--- src/rtl/kbd_pkg.sv ---
// kbd_pkg: constants shared by the keyboard consumers downstream of kbd_ms.
//   - Set-2 make-code values for the hex keys and the edit keys
//   - kbd_ms data_type codes
//   - state encoding of the hex-entry FSM
package kbd_pkg;

  // Edit keys
  localparam logic [7:0] SC_ENTER = 8'h5A;
  localparam logic [7:0] SC_BKSP  = 8'h66;
  localparam logic [7:0] SC_ESC   = 8'h76;

  // Hex keys 0..F
  localparam logic [7:0] SC_HEX_0 = 8'h45;
  localparam logic [7:0] SC_HEX_1 = 8'h16;
  localparam logic [7:0] SC_HEX_2 = 8'h1E;
  localparam logic [7:0] SC_HEX_3 = 8'h26;
  localparam logic [7:0] SC_HEX_4 = 8'h25;
  localparam logic [7:0] SC_HEX_5 = 8'h2E;
  localparam logic [7:0] SC_HEX_6 = 8'h36;
  localparam logic [7:0] SC_HEX_7 = 8'h3D;
  localparam logic [7:0] SC_HEX_8 = 8'h3E;
  localparam logic [7:0] SC_HEX_9 = 8'h46;
  localparam logic [7:0] SC_HEX_A = 8'h1C;
  localparam logic [7:0] SC_HEX_B = 8'h32;
  localparam logic [7:0] SC_HEX_C = 8'h21;
  localparam logic [7:0] SC_HEX_D = 8'h23;
  localparam logic [7:0] SC_HEX_E = 8'h24;
  localparam logic [7:0] SC_HEX_F = 8'h2B;

  // kbd_ms code types
  localparam logic [2:0] KT_MAKE  = 3'b001;
  localparam logic [2:0] KT_BREAK = 3'b011;

  // Hex-entry FSM states
  typedef enum logic [1:0] {
    ST_EMPTY = 2'd0,
    ST_EDIT  = 2'd1,
    ST_FULL  = 2'd2
  } entry_state_t;

endpackage

--- src/rtl/kbd_hex_decode.sv ---
// kbd_hex_decode: combinational Set-2 scan-code classifier.
// Ports:
//   i_code     [7:0] scan-code byte
//   o_is_hex         code is one of the 16 hex keys
//   o_nibble   [3:0] hex value of the key (0 when not a hex key)
//   o_is_enter       enter key
//   o_is_bksp        backspace key
//   o_is_esc         escape key
// At most one of o_is_hex/o_is_enter/o_is_bksp/o_is_esc is high.
module kbd_hex_decode
  import kbd_pkg::*;
(
  input  logic [7:0] i_code,
  output logic       o_is_hex,
  output logic [3:0] o_nibble,
  output logic       o_is_enter,
  output logic       o_is_bksp,
  output logic       o_is_esc
);

  // Code lookup; unknown codes leave every flag low
  always_comb begin
    o_is_hex   = 1'b1;
    o_nibble   = 4'h0;
    o_is_enter = 1'b0;
    o_is_bksp  = 1'b0;
    o_is_esc   = 1'b0;
    case (i_code)
      SC_HEX_0: o_nibble = 4'h0;
      SC_HEX_1: o_nibble = 4'h1;
      SC_HEX_2: o_nibble = 4'h2;
      SC_HEX_3: o_nibble = 4'h3;
      SC_HEX_4: o_nibble = 4'h4;
      SC_HEX_5: o_nibble = 4'h5;
      SC_HEX_6: o_nibble = 4'h6;
      SC_HEX_7: o_nibble = 4'h7;
      SC_HEX_8: o_nibble = 4'h8;
      SC_HEX_9: o_nibble = 4'h9;
      SC_HEX_A: o_nibble = 4'hA;
      SC_HEX_B: o_nibble = 4'hB;
      SC_HEX_C: o_nibble = 4'hC;
      SC_HEX_D: o_nibble = 4'hD;
      SC_HEX_E: o_nibble = 4'hE;
      SC_HEX_F: o_nibble = 4'hF;
      SC_ENTER: begin
        o_is_hex   = 1'b0;
        o_is_enter = 1'b1;
      end
      SC_BKSP: begin
        o_is_hex  = 1'b0;
        o_is_bksp = 1'b1;
      end
      SC_ESC: begin
        o_is_hex = 1'b0;
        o_is_esc = 1'b1;
      end
      default: o_is_hex = 1'b0;
    endcase
  end

endmodule

--- src/rtl/kbd_hex_entry.sv ---
// kbd_hex_entry: assembles an NDIGITS-digit hex number from kbd_ms make codes.
// Ports:
//   clk, rst          system clock, asynchronous active-high reset
//   kbs_tot           one-cycle "scan code complete" strobe from kbd_ms
//   new_data  [7:0]   scan-code byte, valid with kbs_tot
//   data_type [2:0]   kbd_ms code type (only make codes are acted on)
//   entry             number being typed, newest digit in [3:0]
//   digits            number of digits currently held in entry
//   value             last committed number
//   value_valid       one-cycle pulse when value is updated by enter
//   full              high while entry holds NDIGITS digits
// Every output comes straight from a register; a key event seen at edge N
// is visible right after edge N.
module kbd_hex_entry
  import kbd_pkg::*;
#(
  parameter int NDIGITS = 4
) (
  input  logic                         clk,
  input  logic                         rst,
  input  logic                         kbs_tot,
  input  logic [7:0]                   new_data,
  input  logic [2:0]                   data_type,
  output logic [4*NDIGITS-1:0]         entry,
  output logic [$clog2(NDIGITS+1)-1:0] digits,
  output logic [4*NDIGITS-1:0]         value,
  output logic                         value_valid,
  output logic                         full
);

  localparam int W  = 4 * NDIGITS;
  localparam int CW = $clog2(NDIGITS + 1);
  localparam logic [CW-1:0] DIG_ONE  = CW'(1);
  localparam logic [CW-1:0] DIG_LAST = CW'(NDIGITS - 1);

  entry_state_t  r_state;
  logic [W-1:0]  r_entry;
  logic [CW-1:0] r_digits;
  logic [W-1:0]  r_value;
  logic          r_value_valid;
  logic          r_full;

  logic       w_is_hex;
  logic [3:0] w_nibble;
  logic       w_is_enter;
  logic       w_is_bksp;
  logic       w_is_esc;
  logic       w_key_ev;
  logic       w_push;
  logic       w_pop;
  logic       w_commit;
  logic       w_clear;

  kbd_hex_decode u_decode (
    .i_code     (new_data),
    .o_is_hex   (w_is_hex),
    .o_nibble   (w_nibble),
    .o_is_enter (w_is_enter),
    .o_is_bksp  (w_is_bksp),
    .o_is_esc   (w_is_esc)
  );

  // Only make codes are key events; break/extended strobes fall through.
  assign w_key_ev = kbs_tot && (data_type == KT_MAKE);
  assign w_push   = w_key_ev && w_is_hex   && (r_state != ST_FULL);
  assign w_pop    = w_key_ev && w_is_bksp  && (r_state != ST_EMPTY);
  assign w_commit = w_key_ev && w_is_enter && (r_state != ST_EMPTY);
  // Escape and a successful enter both empty the entry buffer.
  assign w_clear  = w_key_ev && (w_is_esc || w_commit);

  // Entry FSM with shift register, digit counter and commit register
  always_ff @(posedge clk or posedge rst) begin
    if (rst) begin
      r_state       <= ST_EMPTY;
      r_entry       <= '0;
      r_digits      <= '0;
      r_value       <= '0;
      r_value_valid <= 1'b0;
      r_full        <= 1'b0;
    end else begin
      r_value_valid <= 1'b0;
      case (r_state)
        ST_EMPTY, ST_EDIT, ST_FULL: begin
          if (w_push) begin
            r_entry  <= {r_entry[W-5:0], w_nibble};
            r_digits <= r_digits + DIG_ONE;
            if (r_digits == DIG_LAST) begin
              r_state <= ST_FULL;
              r_full  <= 1'b1;
            end else begin
              r_state <= ST_EDIT;
              r_full  <= 1'b0;
            end
          end else if (w_pop) begin
            r_entry  <= {4'h0, r_entry[W-1:4]};
            r_digits <= r_digits - DIG_ONE;
            r_full   <= 1'b0;
            r_state  <= (r_digits == DIG_ONE) ? ST_EMPTY : ST_EDIT;
          end else if (w_clear) begin
            if (w_commit) begin
              r_value       <= r_entry;
              r_value_valid <= 1'b1;
            end
            r_entry  <= '0;
            r_digits <= '0;
            r_full   <= 1'b0;
            r_state  <= ST_EMPTY;
          end
        end
        default: begin
          // Unreachable encoding: drop the partial entry and start over.
          r_entry  <= '0;
          r_digits <= '0;
          r_full   <= 1'b0;
          r_state  <= ST_EMPTY;
        end
      endcase
    end
  end

  assign entry       = r_entry;
  assign digits      = r_digits;
  assign value       = r_value;
  assign value_valid = r_value_valid;
  assign full        = r_full;

endmodule
--- config.mk ---
export PLATFORM = sky130hd
export DESIGN_NAME = kbd_hex_entry
export DESIGN_NICKNAME = d
export VERILOG_FILES = /design/src/rtl/kbd_pkg.sv /design/src/rtl/kbd_hex_decode.sv /design/src/rtl/kbd_hex_entry.sv
export SDC_FILE = /design/constraint.sdc
export NUM_CORES = 1
export LEC_CHECK = 0
export ABC_AREA = 1
export ABC_CLOCK_PERIOD_IN_PS = 1800
export CORE_MARGIN = 2
export CORE_UTILIZATION = 32
export DETAILED_ROUTE_END_ITERATION = 10
export PLACE_DENSITY = 0.53
export SLEW_MARGIN = 20
export SYNTH_ARGS = -nofsm -noshare
export SYNTH_HDL_FRONTEND = slang
export SYNTH_HIERARCHICAL = 1
export SYNTH_SLANG_ARGS = --single-unit
--- constraint.sdc ---
create_clock -name clk -period 1.8 [get_ports clk]
set_clock_uncertainty 0.15 [all_clocks]
set_input_delay 0.27 -clock clk [delete_from_list [all_inputs] [get_ports clk]]
set_output_delay 0.27 -clock clk [all_outputs]
set_load 0.005 [all_outputs]
==> impl_metrics.ini <==
[sta]
post-route-period-util_pct = 96.71
period_needed_ns = 1.741
slew_viol_final = 0
finalSetupViolCount = 0
tightest_slew_ns = 0.3771
rsz0062_at_grt = true
slew_headroom_pct = 74.83
hold_viol_final = 0
fmax_ghz = 0.5744

[power_and_ir_drop]
p_leak_nw = 1.851
power_density_mw_per_mm2 = 489.8
irDropWorstVdd_mv = 0.2617
finalPower_w = 0.001815

[critical_path]
worst-setup-path-type = input pin to flip-flop
cp_num_buf_inv = 5
arrival_ns = 1.77
cp-end-kind = flip-flop
cp_cell_sequence = buf_4 > nor2_4 > nand2_4 > buf_6 > a21o_1 > nand2_1 > nor2_1 > nand2_1 > nand2_2 > inv_2 > o21ai_4 > buf_8 > clkbuf_16 > nand3_1 > nand2_1
slowest_delay_ns = 0.18
cp-start-kind = input pin
cp.required_ns = 1.83
slowest_stage = nor2_4
cp_top_family = buffers and inverters
path_max_fanout = 6
critical_path.most_common_cell = nand2_1

[floorplan]
dieArea_mm2 = 0.008139
start_util_pct = 32.97
std_cell_rows = 31
design.portCount = 51
coreArea_mm2 = 0.007214
die_w_um = 90.22
die_h_um = 90.22

[clock_network]
cts_made_buffers = 5
clkSlewWorstSetupHoldPaths_ns = 0.09
cts-root-buf = clkbuf_8
cts_hold_buf = 0
h-tree-depth = 2
clk_path_buf_depth = 2
clock_latency_ns = 0.29
cts_tree = built
cts_num_sinks = 38

[flow_run]
maxCapViolCount = 0

[placement]
placed_area_mm2 = 0.003277
io_buffers = 50
dp.final_hpwl_um = 4918
gp_congestion = 0.8287
place_inst = 528

[routing]
first_pass_iters = 4
wire_per_inst_um = 12.65
vias_per_cell = 4.709
route.vias.total = 2585
wl_um = 6943
drtAntennaViolNets = 0
detail_route.iter0.violations = 78
drc = 0

[synthesis]
syn_area_per_cell_um2 = 6.719
synthesis.area_mm2 = 0.002379
ys_seq_area_share_pct = 39.98
syn_nets = 372
ys_types = 24
yosysWarnings = 6
ys_ff_latch = 38
syn_inst = 354

[global_route]
antenna_found_initial = 0
globalRouteOverflowTotal = 0
grt_pass1_vias = 2404
grt_usage_pct = 16.91
grt_max_degree = 39
grt_pass1_wl_um = 11220

[outcome]
status = completed

[finish]
syn_to_final_growth_pct = 55.81
final_util_pct = 51.37
num_antenna_cells = 0
fin_area_mm2 = 0.003706
drive_gt1_share_pct = 26.00
instances_no_fill = 549
layout.nets = 467

[hold_path]
hold_class = input pin to async pin
## tightest hold or removal path: cells and delay by family
family                 cells  cell delay [ns]
buffers and inverters      3             0.71
## where the power goes
| group | total, W | internal [W] | switching [W] | leakage [nW] |
|---|---|---|---|---|
| clock | 0.000625 | 0.000308 | 0.000317 | 0.0472 |
| sequential | 0.000896 | 0.000871 | 0.0000249 | 0.529 |
| combinational | 0.000294 | 0.000138 | 0.000156 | 1.28 |
## cell usage after synthesis, drive strengths merged
cell type	instances	area share, %
clkbuf	4	0.63
inv	29	4.6
o21ai	20	4.4
dfrtp	38	40
nand4	1	0.26
a21oi	4	0.84
a21o	1	0.32
nor3	6	1.9
nor2	40	7.0
nand2	130	21
buf	11	3.0
nand3b	1	0.32
nand3	65	14
ha	4	2.1
## sequential cells by signal, summed over array words and instances (netlist names)
register and cells:
entry 16, value_valid 1, r_state 2, digits 3
value 16
## layer usage
layer,global-route usage (%),up-vias,part of all wire (%)
li1,-,1321,-
met1,22.83,1198,47
met2,28.26,60,47
met3,3.437,6,5.1
met4,3.333,0,0.66
met5,0,-,0
## worst paths after layout
check,start,endpoint,slack (ns),cells past startpoint
max,new_data[6],entry[5]$_DFFE_PP0P_,0.06,15
min,rst,entry[15]$_DFFE_PP0P_,0.17,3
min reg2reg,value[7]$_DFFE_PP0P_,value[7]$_DFFE_PP0P_,0.32,2
max reg2reg,r_state[1]$_DFFE_PP0P_,entry[9]$_DFFE_PP0P_,0.21,6
min in group clk,value[7]$_DFFE_PP0P_,value[7]$_DFFE_PP0P_,0.32,2
max in group asynchronous,rst,value[3]$_DFFE_PP0P_,1.14,3
## cell families (layout without fill, tap and decap cells)
group	Yosys count	count (layout)	share of synthesized area, %
and+or+nand+nor	243	243	44.19
adders and majority gates	4	4	2.104
buffers and inverters	44	140	8.206
AOI/OAI and AO/OA	25	25	5.524
DFF	38	38	39.98
## layout by cell type (no fill, tap or decap), types with 2 or more instances in the layout
cell type	instances
nand2_1	119
nand3_1	60
clkdlybuf4s50_1	42
buf_4	41
dfrtp_1	38
nor2_1	22
inv_1	19
nor2_2	12
o21ai_0	10
o21ai_1	8
inv_2	7
nand2_4	6
nor2_4	6
clkbuf_8	6
buf_6	6
nand2_2	5
nand3_2	5
a21oi_1	4
ha_1	4
buf_12	4
nor3_1	4
buf_8	3
buf_16	2
buf_2	2
clkbuf_16	2
inv_4	2
## area by class of cell
class                   count  area [um2]
well taps                  99       123.9
clock inverters             2       12.51
repair buffers            103        1044
fillers                   725        3508
flip-flops and latches     38       950.9
inverters                  29       118.9
multi-input cells         272        1374
clock buffers               6       82.58
## metrics by stage
stage	TNS, ns	setup slack [ns]	hold WS (ns)
2_1_floorplan	0	0.01645	0.3124
3_3_place_gp	-24.54	-0.6801	0.3062
3_5_place_dp	-25.87	-0.7277	0.3076
4_1_cts	0	0.006839	0.1782
5_1_grt	-0.1528	-0.02443	0.2249
6_report	0	0.05916	0.1728
## repair_timing
item                                    in CTS  in global routing
cloned                                       3                  2
gates resized for setup                     52                 54
hold endpoints to repair                     0                  0
endpoints found under the setup margin      38                 38
buffers inserted                             5                  3
pin swaps                                   16                 22
Power figures use the tool's default switching activity.
==> patch 1: new RTL, config.mk and constraints unchanged <==
Encoding of `entry_state_t`: now one-hot (3 bits for 3 states).
--- a/src/rtl/kbd_pkg.sv
+++ b/src/rtl/kbd_pkg.sv
@@ -34,6 +34,6 @@
   // Hex-entry FSM states
-  typedef enum logic [1:0] {
-    ST_EMPTY = 2'd0,
-    ST_EDIT  = 2'd1,
-    ST_FULL  = 2'd2
+  typedef enum logic [2:0] {
+    ST_EMPTY = 3'b001,
+    ST_EDIT  = 3'b010,
+    ST_FULL  = 3'b100
   } entry_state_t;
Function: same outputs for any inputs over 4 cycles, from zero or initial values and one cycle with rst high; so few cycles prove little.
==> patch 1 against the unedited design <==
  * The flow now finishes with violations (setup timing)
  * Worst setup slack worse by 0.11 ns
  * Sequential cell count up 1
  * Synthesized area up 7.9%
  * Design area up 12%
  * First-iteration DRC count up 99%
  * Count of clock-buffer cells in the layout unchanged
  * Routed wire length up 11%
Power is not compared: it rests on default switching activity, and its combinational part moved more than twofold at a synthesized area within 25%.
==> patch 1: results (changes against the unedited design) <==
synth.distinct_cells: 27  # was 24
yosys-top-cells-count: "nand2_1 (130), nand3_1 (59), dfrtp_1 (38), nor2_1 (38), inv_1 (30)"  # was nand2_1 (126), nand3_1 (65), dfrtp_1 (38)
grt_use_met2: 0.2908  # was 0.2826
status: "finished, violations left"  # was completed
startpoint: "new_data[5]"  # was new_data[6]
wl_met1_mm: 3.524  # was 3.279 mm
fin_ws_ns: -0.04884  # was 0.05916 ns
synthAdderAreaFrac: 0.01950  # was 0.02104
num_vias: 2758  # was 2585
cp_slowest_cell: "nand3_4"  # was nor2_4
r2r_cells: 11  # was 6
violations: "setup timing"
dp_hpwl_mm: 5.173  # was 4.918 mm
layout.nets: 502  # was 467
worst_pin_slew_ns: 0.3263  # was 0.3771 ns
synth.area.top_cells: "dfrtp_1 (37%), nand2_1 (19%), nand3_1 (12%), nor2_1 (5.6%), inv_1 (4.4%)"  # was dfrtp_1 (40%), nand2_1 (20%), nand3_1 (14%), nor2_1 (5.5%), inv_1 (4.1%)
use_met1: 0.2497  # was 0.2283
drive_above_1_share: 0.3649  # was 0.2600
r2r_slack_ns: 0.04  # was 0.21 ns
final-setup-viol-count: 27  # was 0
drt-total-wl_mm: 7.728  # was 6.943 mm
synth_compound_area_frac: 0.02828  # was 0.05523
syn_nets: 387  # was 372
grt_pass1_vias: 2585  # was 2404
track_usage: 0.1770  # was 0.1691
fill_cells: 764  # was 725
post_dp_cell_area_um2: 3488  # was 3277 µm²
slowest_delay_ns: 0.15  # was 0.18 ns
crit_fanout: 8  # was 6
[patch 1: worst reg2reg max path: stages, from the launching register on]
cell and delay, ns:
dfstp_2 0.55, inv_2 0.05, nand3_4 0.10, buf_4 0.13
nand2_4 0.05, nor2_8 0.14, nor2_8 0.06, buf_6 0.13
buf_6 0.12, nor2_4 0.10, nand2_1 0.05, nand2_1 0.07
[patch 1: cell type report]
type | instances | area [µm²] | share of cell area
Clock buffer | 6 | 72.57 | 0.01741
Sequential cell | 39 | 977.2 | 0.2344
Inverter | 36 | 147.6 | 0.03541
Tap cell | 102 | 127.6 | 0.03061
Timing Repair Buffer | 120 | 1200 | 0.2878
Clock inverter | 2 | 12.51 | 0.003001
Multi-Input combinational cell | 282 | 1632 | 0.3914
[patch 1: what timing repair did]
| item | in CTS | in global routing |
|---|---|---|
| endpoints found under the hold margin | 0 | 0 |
| gates resized for setup | 83 | 63 |
| setup buffers | 17 | 5 |
| cloned | 3 | 1 |
| pin swaps | 20 | 38 |
| endpoints found under the setup margin | 39 | 38 |
==> patch 2: new RTL, config.mk and constraints unchanged <==
Without the edit above. `NDIGITS`: 4 -> 2.
--- a/src/rtl/kbd_hex_entry.sv
+++ b/src/rtl/kbd_hex_entry.sv
@@ -16,3 +16,3 @@
 #(
-  parameter int NDIGITS = 4
+  parameter int NDIGITS = 2
 ) (
Ports: changed (resized digits, entry and value); port bits go from 51 to 34. The function was not compared with the original's and may differ.
==> patch 2 against the unedited design <==
  * Clock power is 52% lower
  * Non-clock buffer count is 21 lower
  * Sequential power shrank 44%
  * Count of clock-buffer cells in the layout decreased by 3
  * Sequential cell count decreased by 17
  * Routed wire length decreased by 39%
  * Synthesized area fell by 36%
  * Power is 43% lower
  * Worst setup slack gained 0.030 ns
  * Design area shrank 34%
  * Via count decreased by 34%
==> patch 2: results (changes against the unedited design) <==
reg2reg_to: "entry[0]"  # was entry[9]
crit_fanout: 5  # was 6
worst_pin_slew_ns: 0.3299  # was 0.3771 ns
diodes: 0  # unchanged
htree_levels: 1  # was 2
synth.distinct_cells: 23  # was 24
async_flop_share: 1.000  # unchanged
dp_hpwl_mm: 3.279  # was 4.918 mm
grt_pass1_vias: 1626  # was 2404
wl_per_cell_um: 11.39  # was 12.65 µm
grt_max_degree: 22  # was 39
leakagePower_nw: 1.240  # was 1.851 nW
cts_root_buf: "clkbuf_8"  # unchanged
clk_latency_ns: 0.25  # was 0.29 ns
ys_seq_area_frac: 0.3474  # was 0.3998
viasPerCell: 4.582  # was 4.709
r2r_cells: 10  # was 6
cp_slowest_cell: "clkdlybuf4s50_1"  # was nor2_4
drt_iter0_drc: 75  # was 78
first_pass_iters: 4  # unchanged
critical_path.top_delay_family: "buffers and inverters"  # unchanged
r2r-start: "r_state[0]"  # was r_state[1]
synth.area.top_cells: "dfrtp_1 (35%), nand2_1 (19%), nand3_1 (12%), nor2_1 (8.7%), inv_1 (5.7%)"  # was dfrtp_1 (40%), nand2_1 (20%), nand3_1 (14%), nor2_1 (5.5%), inv_1 (4.1%)
gp_congestion: 0.8260  # was 0.8287
r2r_slack_ns: 0.22
wl_met3_um: 84  # was 354 µm
post_dp_cell_area_um2: 2141  # was 3277 µm²
ir_drop_uv: 240.2  # was 261.7 µV
min_path_type: "in2async"  # unchanged
wl_met1_mm: 1.917  # was 3.279 mm
switching_power_mw: 0.2815  # was 0.4985 mW
yosys_warnings: 6  # unchanged
slowest_delay_ns: 0.51  # was 0.18 ns
clk_pin_slew_worst_paths_ns: 0.07  # was 0.09 ns
cts_buffer_depth: 2  # unchanged
holdWs_ns: 0.1857  # was 0.1728 ns
highest_layer: "met4"  # unchanged
wl_met2_mm: 2.204  # was 3.262 mm
status: "completed"  # unchanged
drive_above_1_share: 0.3628  # was 0.2600
arrival_ns: 1.29  # was 1.77 ns
grt_pass1_wl_mm: 7.162  # was 11.22 mm
yosys-top-cells-count: "nand2_1 (76), nand3_1 (35), nor2_1 (35)"  # was nand2_1 (126), nand3_1 (65), dfrtp_1 (38)
track_usage: 0.1681  # was 0.1691
port_buffers: 33  # was 50
layout.nets: 333  # was 467
syn_nets: 250  # was 372
antenna_found_initial: 0  # unchanged
cts-buffers-inserted: 3  # was 5
-- patch 2: cells by family (layout without fill, tap and decap cells) --
family	count (synthesis)	count (layout)	synth area share
AO/OA/AOI/OAI	17	17	0.06783
adder cells (fa/ha/maj)	1	1	0.008270
buffers and inverters	29	111	0.08684
flip-flops	21	21	0.3474
AND/OR/NAND/NOR	167	167	0.4897
-- patch 2: final cells by class --
type,count,area (µm²)
clock inverters,1,5.005
clock buffers,3,41.29
multi-input cells,185,984.7
inverters,25,98.84
repair buffers,82,716.9
well taps,54,67.56
fillers,476,2190
flip-flops and latches,21,525.5
-- patch 2: metrics by stage --
step / setup TNS, ns / util / setup WS, ns / instances
6_report: 0 / 0.5270 / 0.08889 / 371
5_1_grt: 0 / 0.5270 / 0.001863 / 371
4_1_cts: 0 / 0.5068 / 0.002489 / 367
3_5_place_dp: -12.62 / 0.4624 / -0.6273 / 352
3_3_place_gp: -12.05 / 0.4624 / -0.6050 / 352
2_1_floorplan: 0 / - / 0.04524 / 235
-- patch 2: power groups by stage --
stage	Sequential, mW	Clock [mW]	Combinational [mW]
global placement	0.509	0	0.208
floorplan	0.511	0	0.0875
CTS	0.500	0.318	0.222
finish	0.500	0.300	0.236
detailed placement	0.510	0	0.209
global route	0.501	0.331	0.261
-- patch 2: worst register-to-register path: stages (launching register included) --
cell and delay (ns):
dfrtp_1 0.41, buf_4 0.16, inv_1 0.05, nand2_1 0.05
nand2_2 0.09, inv_2 0.06, o21ai_4 0.17, buf_6 0.14
buf_12 0.11, nand3_1 0.07, nand2_1 0.08
-- patch 2: worst max path at each step --
stage | startpoint | endpoint | depth (start not counted)
after floorplan | new_data[6] | digits[0] | 12
after global placement | new_data[4] | entry[0] | 17
after detailed placement | new_data[5] | value[1] | 15
after CTS | new_data[6] | value[3] | 17
after global routing | new_data[1] | value[7] | 12
final | r_state[1] | full | 2
-- patch 2: what timing repair did --
action / in CTS / in global routing
gates cloned: 1 / 0
setup endpoints to repair: 21 / 21
gates resized for setup: 45 / 52
pin swaps: 6 / 16
buffers inserted: 10 / 4
-- patch 2: per-layer routing --
metal | global-route usage | up-vias
met4 | 0.03086 | 0
met5 | 0 | -
met1 | 0.2104 | 769
met2 | 0.3121 | 19
li1 | - | 910
met3 | 0.01796 | 2
